`config.mk`:
```
export PLATFORM = sky130hd
export DESIGN_NAME = shift_register_universal_burst
export DESIGN_NICKNAME = d
export VERILOG_FILES = /design/src/rtl/shift_register_universal_burst.sv
export SDC_FILE = /design/constraint.sdc
export NUM_CORES = 1
export LEC_CHECK = 0
export ABC_AREA = 0
export CORE_MARGIN = 3
export CORE_UTILIZATION = 44
export DETAILED_ROUTE_END_ITERATION = 12
export MAX_ROUTING_LAYER = met4
export PLACE_DENSITY = 0.71
export SLEW_MARGIN = 20
export SYNTH_ARGS = -nofsm -noshare
export SYNTH_HDL_FRONTEND = slang
export SYNTH_SLANG_ARGS = --single-unit
```
`constraint.sdc`:
```
create_clock -name clock -period 1.2 [get_ports clock]
set_input_delay 0.12 -clock clock [delete_from_list [all_inputs] [get_ports clock]]
set_output_delay 0.12 -clock clock [all_outputs]
set_load 0.005 [all_outputs]
```
`src/rtl/shift_register_universal_burst.sv`:
```
// rtl/shift_register_universal_burst.sv - universal shift register with self-timed MSB-first burst serialiser
module shift_register_universal_burst #(
    parameter int WIDTH = 8
) (
    input  logic             clock,
    input  logic             reset,
    input  logic [2:0]       opr,
    input  logic [WIDTH-1:0] data_in,
    input  logic             sin_right,
    input  logic             sin_left,
    output logic [WIDTH-1:0] data_out,
    output logic             sout_msb,
    output logic             sout_lsb,
    output logic             busy,
    output logic             done
);

    localparam int CW = (WIDTH > 2) ? $clog2(WIDTH) : 1;
    localparam logic [CW-1:0] COUNT_START = CW'(WIDTH - 1);
    localparam logic [CW-1:0] COUNT_LAST  = CW'(1);

    typedef enum logic {
        IDLE,
        BURST
    } state_t;

    state_t        state;
    logic [CW-1:0] count;

    assign sout_msb = data_out[WIDTH-1];
    assign sout_lsb = data_out[0];

    always_ff @(posedge clock or posedge reset) begin
        if (reset) begin
            data_out <= '0;
            count    <= '0;
            state    <= IDLE;
            busy     <= 1'b0;
            done     <= 1'b0;
        end else begin
            done <= 1'b0;
            case (state)
                IDLE: begin
                    case (opr)
                        3'd0: data_out <= data_out;
                        3'd1: data_out <= data_in;
                        3'd2: data_out <= {data_out[WIDTH-2:0], sin_right};
                        3'd3: data_out <= {sin_left, data_out[WIDTH-1:1]};
                        3'd4: data_out <= {data_out[WIDTH-2:0], data_out[WIDTH-1]};
                        3'd5: data_out <= {data_out[0], data_out[WIDTH-1:1]};
                        3'd6: data_out <= '0;
                        3'd7: begin
                            data_out <= data_in;
                            count    <= COUNT_START;
                            state    <= BURST;
                            busy     <= 1'b1;
                        end
                        default: data_out <= data_out;
                    endcase
                end
                BURST: begin
                    // Only clear is honoured mid-burst; it aborts silently.
                    if (opr == 3'd6) begin
                        data_out <= '0;
                        count    <= '0;
                        state    <= IDLE;
                        busy     <= 1'b0;
                    end else begin
                        data_out <= {data_out[WIDTH-2:0], sin_right};
                        count    <= count - COUNT_LAST;
                        if (count == COUNT_LAST) begin
                            state <= IDLE;
                            busy  <= 1'b0;
                            done  <= 1'b1;
                        end
                    end
                end
                default: begin
                    state <= IDLE;
                    busy  <= 1'b0;
                end
            endcase
        end
    end

endmodule

```
# Yosys cells after proc, flatten, opt, wreduce, memory -nomap -nowiden
# Index checks and enable logic that the tools add are counted.
[classes]
n_reduce_logical = 3
n_addsub = 1
bitwise_logic = 1
n_mux = 17
eq_ne = 11
[ops]
columns = ["operator", "count"]
rows = [
  ["$pmux W8 S6", 1],
  ["$pmux W8 S2", 1],
  ["$eq A3 B3 Y1 const B", 4],
  ["$mux W1", 9],
  ["$mux W8", 1],
  ["$eq A3 B1 Y1 const B", 2],
  ["$eq A3 B2 Y1 const B", 2],
  ["$mux W3", 2],
  ["$pmux W3 S2", 1],
  ["$pmux W1 S2", 2],
  ["$logic_not A3 Y1", 1],
  ["$ne A3 B1 Y1 const B", 1],
  ["$sub A3 B1 Y3 const B", 1],
  ["$ne A2 B1 Y1 const B", 1],
  ["$ne A2 B2 Y1 const B", 1],
  ["$reduce_and A2 Y1", 1],
  ["$reduce_or A2 Y1", 1],
  ["$not A1 Y1", 1],
]
[word_totals]
in_bits = 15
ff_bits = 14
wordCells = 38
out_inout_bits = 12

# Logic depth before layout (Yosys ltp)
# Gate-level depths: netlist of run 1.
[depth]
ltp_word = 4
ltp_mapped = 6
mapped_depth_nobuf = 5

# Least setup slack after synthesis of run 1
# No wires, ideal clock.
[synth_timing]
path_type = "register to register"
startpoint = "register state"
endpoint = "register data_out[2]"
synth_period_minus_slack_ns = 1.173
required_time_ns = 1.076
path_buffers = 2
setup_ns = 0.124
arrival_ns = 1.049
setup_slack_ns = 0.027
path_stages_with_launch = 6
cell_sequence = "dfrtp_1 -> buf_2 -> buf_2 -> a22oi_1 -> a2bb2oi_1 -> o21ai_1"
[synth_between]
elab_chain_len = 2
elab_cells_between_ends = 3
classes_between = "eq/ne: 1; mux: 1; bitwise: 1"
[synth_rtl]
columns = ["element", "line_no", "source"]
rows = [
  ["start, declared", "27", "state_t state;"],
  ["start signal, assigned", "37", "state <= IDLE;"],
  ["start signal, assigned", "55", "state <= BURST;"],
  ["start signal, assigned", "66", "state <= IDLE;"],
  ["$not A1 Y1", "--", ""],
  ["$pmux W8 S2 or $ne A2 B2 Y1 (tied branches)", "--", ""],
  ["end signal, assigned", "45", "3'd0: data_out <= data_out;"],
  ["end signal, assigned", "46", "3'd1: data_out <= data_in;"],
  ["end signal, assigned", "47", "3'd2: data_out <= {data_out[WIDTH-2:0], sin_right};"],
  ["end, declared", "11", "output logic [WIDTH-1:0] data_out,"],
]
# Parallel ways exist; a longest one is shown, timed or not.
# A chain may end at the register's enable or synchronous reset.

# Final worst setup path of run 1
[layout_timing]
startpoint = "register state"
endpoint = "register data_out[3]"
# The elaborated chain is that of the path after synthesis.

==> run metrics, run 1 <==
Gate power share 64.0%; final critical-path share of the clock period 106%; Syn Nets 137; latest clock arrival within the worst-skew pair 0.29 ns; synthesis-to-finish area growth 66.8%; asr flop ratio synth 100%; grt ovf 0; slowest stage delay, CP 0.48 ns; Crit path arrival time 1.45 ns; Leak 0.832 nW; Final setup viols 4; DRC 0; kind of critical path flop to flop; failing checks negative setup slack; Core ar. 2280 µm²; number of global-route vias before repair 1205; Switch Pwr 1.32 mW; Flop pwr share 25.4%; Worst Path Max Fanout 8; CTS buffer count 3; root buffer cell clkbuf_4; Clk pin slew, worst setup/hold paths 0.09 ns; Max Cap Viol 0; # clock sinks 14; CP Data Required Time 1.38 ns; H-tree depth 1; met1 Use GR 28.2%; worst clock skew 0.00162 ns; Clock Path Buffers 2; CTS tree built; synth warn 0; Final Util 79.9%; Internal 2.05 mW; drt first pass iters 4; Syn Std Cell Area 1090 µm²; min Tclk post-route 1.27 ns; Ports 27; RSZ-0062 raised after global routing yes; Post-synth top flop dfrtp_1; CP Depth 4; GRT Max-Usage Layer met2; Slew Limit Fails 0; final net count 196; initial antenna violation count 0; post-synth top area share 32.1%; syn_area_per_cell 9.08 µm²; share of cells above drive strength 1 40.4%; routed wire length 3.69 mm; CP max stage cell dfrtp_2; synthesis-stage register bit count 14; Die W 55.8 µm; Post-DP HPWL 2.05 mm; worst setup margin -0.0688 ns; PwrDens 1850 nW/µm²; Slew @ Worst Pin 0.320 ns; row count 17; Clk pwr share 10.5%; DR WL/cell 17.9 µm; GRT Total Usage 24.3%; Post-synth EDFFs 0; register area share after synthesis 32.1%; grt met3 use 5.80%; Starting Density 47.9%; Max transition margin 78.6%; reg2reg path depth 4; Mapped Cells 120; Sw Share 39.2%; die height 55.8 µm; DRT antenna net count 0; die area 3110 µm²; Hold Path Class input pin to async pin; post-synth cell types 38; Top delay family on crit path compound AO/OA/AOI/OAI gates; maximum vdd drop 1410 µV; Post-Route Setup TNS -0.179 ns; Fin. Hold Viols 0; outcome finished with violations; Synth area leaders dfrtp_1, o21ai_1, a22oi_1, buf_6, nor2_1; first-pass GRT wire length 5.82 mm; PortBufs 26; ant diodes 0; Fmax 0.788 GHz; DR vias/cell 6.04; 1st-iter DRT viols 83; startpoint class of the critical path flop; largest net degree at the start of global routing 15; cells along the critical path buf_6, a22oi_1, a2bb2oi_1, o21ai_1; via count 1244; CP endpoint kind flop; CP Buf/Inv Count 1; GP Congestion 0.863; met2 usage 41.0%; Synth area leader dfrtp_1
## sequential cells by signal, indices dropped and copies added, names as in the netlist
signal    count
data_out      8
state         1
count         3
done          1
busy          1
## final cells by class
type	instances	area, µm²
tap	28	35.0
multi-input combinational	88	716
fill	132	458
clock buffer	4	36.3
timing repair buffer	65	652
inverter	7	26.3
sequential	14	353
## power by group through the flow
stage	Sequential, mW	Clock, mW	Combinational [mW]
2_1_floorplan	0.902	0	0.806
3_3_place_gp	0.952	0	1.39
3_5_place_dp	0.961	0	1.43
4_1_cts	0.833	0.363	1.89
5_1_grt	0.885	0.386	2.31
6_report	0.857	0.354	2.16
## layout by cell type, fill, tap and decap left out, drive strengths merged, types with 2 or more instances in the layout
cell type and instances:
dfrtp 14, clkbuf 6, bufbuf 2, a22oi 7, mux2i 4, nand2 9, dlygate4sd2 10, a2bb2oi 3
inv 7, a21o 2, buf 37, o211ai 2, o21ai 16, a21oi 3, o31ai 2, nor2b 5
clkdlybuf4s50 11, clkdlybuf4s15 3, ha 2, a211oi 5, nor2 11
## tightest hold or removal path: stages
cell,delay [ns]
clkdlybuf4s50_1,0.39
inv_1,0.05
buf_4,0.22
## Yosys cell counts (2+ instances only)
master	count
dfrtp_1	14
o21ai_1	13
nor2_1	11
a22oi_1	7
inv_1	7
nand2_1	7
nor2b_1	5
buf_4	4
buf_6	4
mux2i_1	4
a211oi_1	3
a21oi_1	3
a2bb2oi_1	3
buf_2	3
o21ai_0	3
a211oi_2	2
a21o_1	2
ha_1	2
nand2_2	2
o211ai_1	2
o31ai_1	2
## cell families after synthesis
group	count (synthesis)	share of synthesized area (%)
DFF	14	32.1
buffers and inverters	18	10.7
adders and majority gates	2	2.30
AOI/OAI and AO/OA	48	31.1
and+or+nand+nor	31	15.0
xor gates and xnor gates	2	4.02
muxes	5	4.71
## worst paths after layout
check	startpoint	end	slack, ns
min in group clock	opr[0]	state	0.45
setup / recovery	state	data_out[3]	-0.07
max in group asynchronous	reset	data_out[5]	0.89
hold reg to reg	count[2]	done	0.49
hold / removal	reset	done	0.12
setup reg to reg	state	data_out[3]	-0.07
## per-layer routing
metal,wire [µm],vias to the layer above,share of wire [%]
met4,181,0,4.9
met1,1350,571,37
met3,338,24,9.2
met2,1810,98,49
met5,0,-,0
li1,-,551,-
## repair_timing
action / in CTS / in global routing
pin swaps: 9 / 7
gates cloned: 2 / 0
hold buffers: 0 / 0
resized for setup: 30 / 24
endpoints found under the setup margin: 20 / 13
setup buffers: 17 / 3
## metrics by stage
| stage | area [µm²] | total power, mW | instances | hold WS (ns) | setup slack [ns] |
|---|---|---|---|---|---|
| final | 1820 | 3.37 | 206 | 0.121 | -0.0688 |
| after global routing | 1820 | 3.58 | 206 | 0.144 | -0.111 |
| after CTS | 1730 | 3.09 | 204 | 0.128 | -0.00395 |
| after detailed placement | 1480 | 2.40 | 182 | 0.444 | -0.414 |
| after global placement | 1480 | 2.34 | 182 | 0.435 | -0.363 |
| after floorplan | 1090 | 1.71 | 120 | 0.00922 | 0.0266 |
(Power assumes the default switching activity.)
==> inputs of run 2 (changes only) <==
==> constraint.sdc (replaced) <==
create_clock -name clock -period 1.2 [get_ports clock]
set_input_delay 0.12 -clock clock [delete_from_list [all_inputs] [get_ports clock]]
set_output_delay 0.12 -clock clock [all_outputs]
set_load 0.01 [all_outputs]
==> run metrics, run 2 (synthesis results as in run 1) <==
Max transition margin 73.7% (-4.9 points); root buffer cell clkbuf_4; die height 55.8 µm (unchanged); Largest register FFs 8 (unchanged); CTS tree built; Slew Limit Fails 0 (unchanged); most common cell after layout, fill and taps aside buf_4; Core ar. 2280 µm² (unchanged); reg2reg path depth 5 (+1); failing checks negative setup slack; RSZ-0062 raised after global routing yes; DR WL/cell 16.8 µm (-6.2%); r2r startpoint state; row count 17 (unchanged); number of hold buffers added after CTS 0 (unchanged); Crit path arrival time 1.41 ns (-0.04 ns); synthesis-to-finish area growth 60.8%; multi-input combinational cell area 713 µm² (-0.35%); Clock Path Buffers 2 (unchanged); DR vias/cell 5.84 (-3.2%); slowest stage delay, CP 0.48 ns (about the same); GRT Total Usage 21.6% (-2.7 points); ant diodes 0 (unchanged); Most flops, register data_out; PortBufs 26 (unchanged); Ports 27 (unchanged); share of cells above drive strength 1 36.3% (-4.2 points); # clock sinks 14 (unchanged); Post-DP HPWL 2.05 mm (unchanged); worst setup margin -0.0344 ns (+0.0344 ns); biggest regs data_out: 8 flops, count: 3 flops; H-tree depth 1 (unchanged); Starting Density 47.9% (unchanged); final critical-path share of the clock period 103% (-2.9 points); initial antenna violation count 0 (unchanged); first-pass GRT wire length 5.26 mm (-9.6%); Final setup viols 5 (+1); latest clock arrival within the worst-skew pair 0.29 ns (about the same); DRC 0 (unchanged); CP Buf/Inv Count 2 (+1); Worst Path Max Fanout 5 (-3); highest-count cells in the layout ignoring fill and taps buf_4, o21ai_1, dlygate4sd2_1, dfrtp_1, clkdlybuf4s50_1; Fin. Hold Viols 0 (unchanged); CTS buffer count 3 (unchanged); Clk pin slew, worst setup/hold paths 0.10 ns (about the same); maximum vdd drop 1380 µV (-1.9%); Hold WS 0.118 ns (-0.00213 ns); FF-to-FF setup slack -0.03 ns (+0.03 ns); DRT antenna net count 0 (unchanged); Slew @ Worst Pin 0.394 ns (+0.0735 ns); 1st-iter DRT viols 34 (-59%); number of global-route vias before repair 1154 (-4.2%); worst flop-to-flop path endpoint data_out[0]; Post-DP Area 1480 µm² (unchanged); kind of critical path flop to flop; post-route cell area 1750 µm² (-3.6%); Leak 0.789 nW (-5.2%); Hold Path Class input pin to async pin; outcome finished with violations; die area 3110 µm² (unchanged); largest net degree at the start of global routing 15 (unchanged); CP endpoint kind flop; Top delay family on crit path flip-flops; via count 1163 (-6.5%); Max Cap Viol 0 (unchanged); GP Congestion 0.863 (unchanged); drt first pass iters 4 (unchanged); worst clock skew 0.00727 ns (+0.00565 ns); CP Data Required Time 1.38 ns (about the same); grt ovf 0 (unchanged); PwrDens 1840 nW/µm² (-0.51%); startpoint class of the critical path flop; Fmax 0.810 GHz (+2.8%); CP max stage cell dfrtp_2; Storage cell area 353 µm² (unchanged); min Tclk post-route 1.23 ns (-0.0344 ns); cells along the critical path buf_4, buf_4, nand2_2, a21boi_2, o221ai_2; routed wire length 3.34 mm (-9.4%); final net count 189 (-3.6%); Critical Path Most Common Cell buf_4; number of fill cells 152 (+15%); Die W 55.8 µm (unchanged)
run 2: changes by cell type in the layout (fill, tap and decap cells not counted), sizes merged:
cell           previous run  this run
dlymetal6s2s              0         1
dlygate4sd2              10        13
clkbuf                    6         4
buf                      37        30
clkdlybuf4s15             3         1
run 2: worst reg2reg max path: cells and delay by family (launching register included):
kind	cells	cell delay (ns)
buffers and inverters	2	0.30
flip-flops	1	0.48
AND/OR/NAND/NOR	1	0.07
AO/OA/AOI/OAI	2	0.27
run 2: per-stage QoR:
| stage | power [mW] | util [%] | cells | TNS (ns) | setup slack [ns] |
|---|---|---|---|---|---|
| floorplan | 1.78 | - | 120 | 0 | 0.0266 |
| global placement | 2.41 | 64.8 | 182 | -3.92 | -0.363 |
| detailed placement | 2.47 | 64.8 | 182 | -4.18 | -0.414 |
| CTS | 2.97 | 72.6 | 197 | -0.0108 | -0.0101 |
| global route | 3.44 | 77.0 | 199 | -0.554 | -0.105 |
| finish | 3.23 | 77.0 | 199 | -0.107 | -0.0344 |
run 2: worst max path at each step:
stage	start	end	slack, ns	cells after the start
2_1_floorplan	state	data_out[2]	0.03	5
3_3_place_gp	opr[1]	data_out[0]	-0.36	6
3_5_place_dp	opr[1]	data_out[5]	-0.41	7
4_1_cts	state	data_out[5]	-0.01	5
5_1_grt	data_out[0]	data_out[7]	-0.11	5
6_report	state	data_out[0]	-0.03	5
run 2: metal layers:
metal / part of all wire (%) / vias to the layer above / track usage [%] / wire length [µm]
met5: 0 / - / - / 0
met4: 2.3 / 0 / 9.72 / 76
met3: 6.3 / 15 / 5.80 / 212
met2: 49 / 52 / 34.1 / 1620
met1: 43 / 555 / 25.8 / 1430
li1: - / 541 / - / -
run 2: timing repair:
item                                   CTS  global route
pin swaps                                7             7
setup endpoints to repair               20             9
endpoints found under the hold margin    0             0
setup buffers                           10             2
resized for setup                       23            19
cloned                                   2             0
run 2: power breakdown:
part	leakage, nW	internal [mW]	total [mW]	switching (mW)
Clock	0.0210	0.185	0.357	0.172
Sequential	0.163	0.688	0.866	0.178
Combinational	0.604	1.03	2.01	0.978
run 2: layout make-up:
type / count / area share [%]
multi-input cells: 88 / 40.7
clock buffers: 4 / 2.07
inverters: 7 / 1.50
well taps: 28 / 2.00
repair buffers: 58 / 33.6
flip-flops and latches: 14 / 20.1
==> inputs of run 3 (changes only) <==
- CTS_CLUSTER_SIZE: not set -> 14
==> results of run 3 <==
No change in the layout: final DEF, timing and power equal those of run 2.
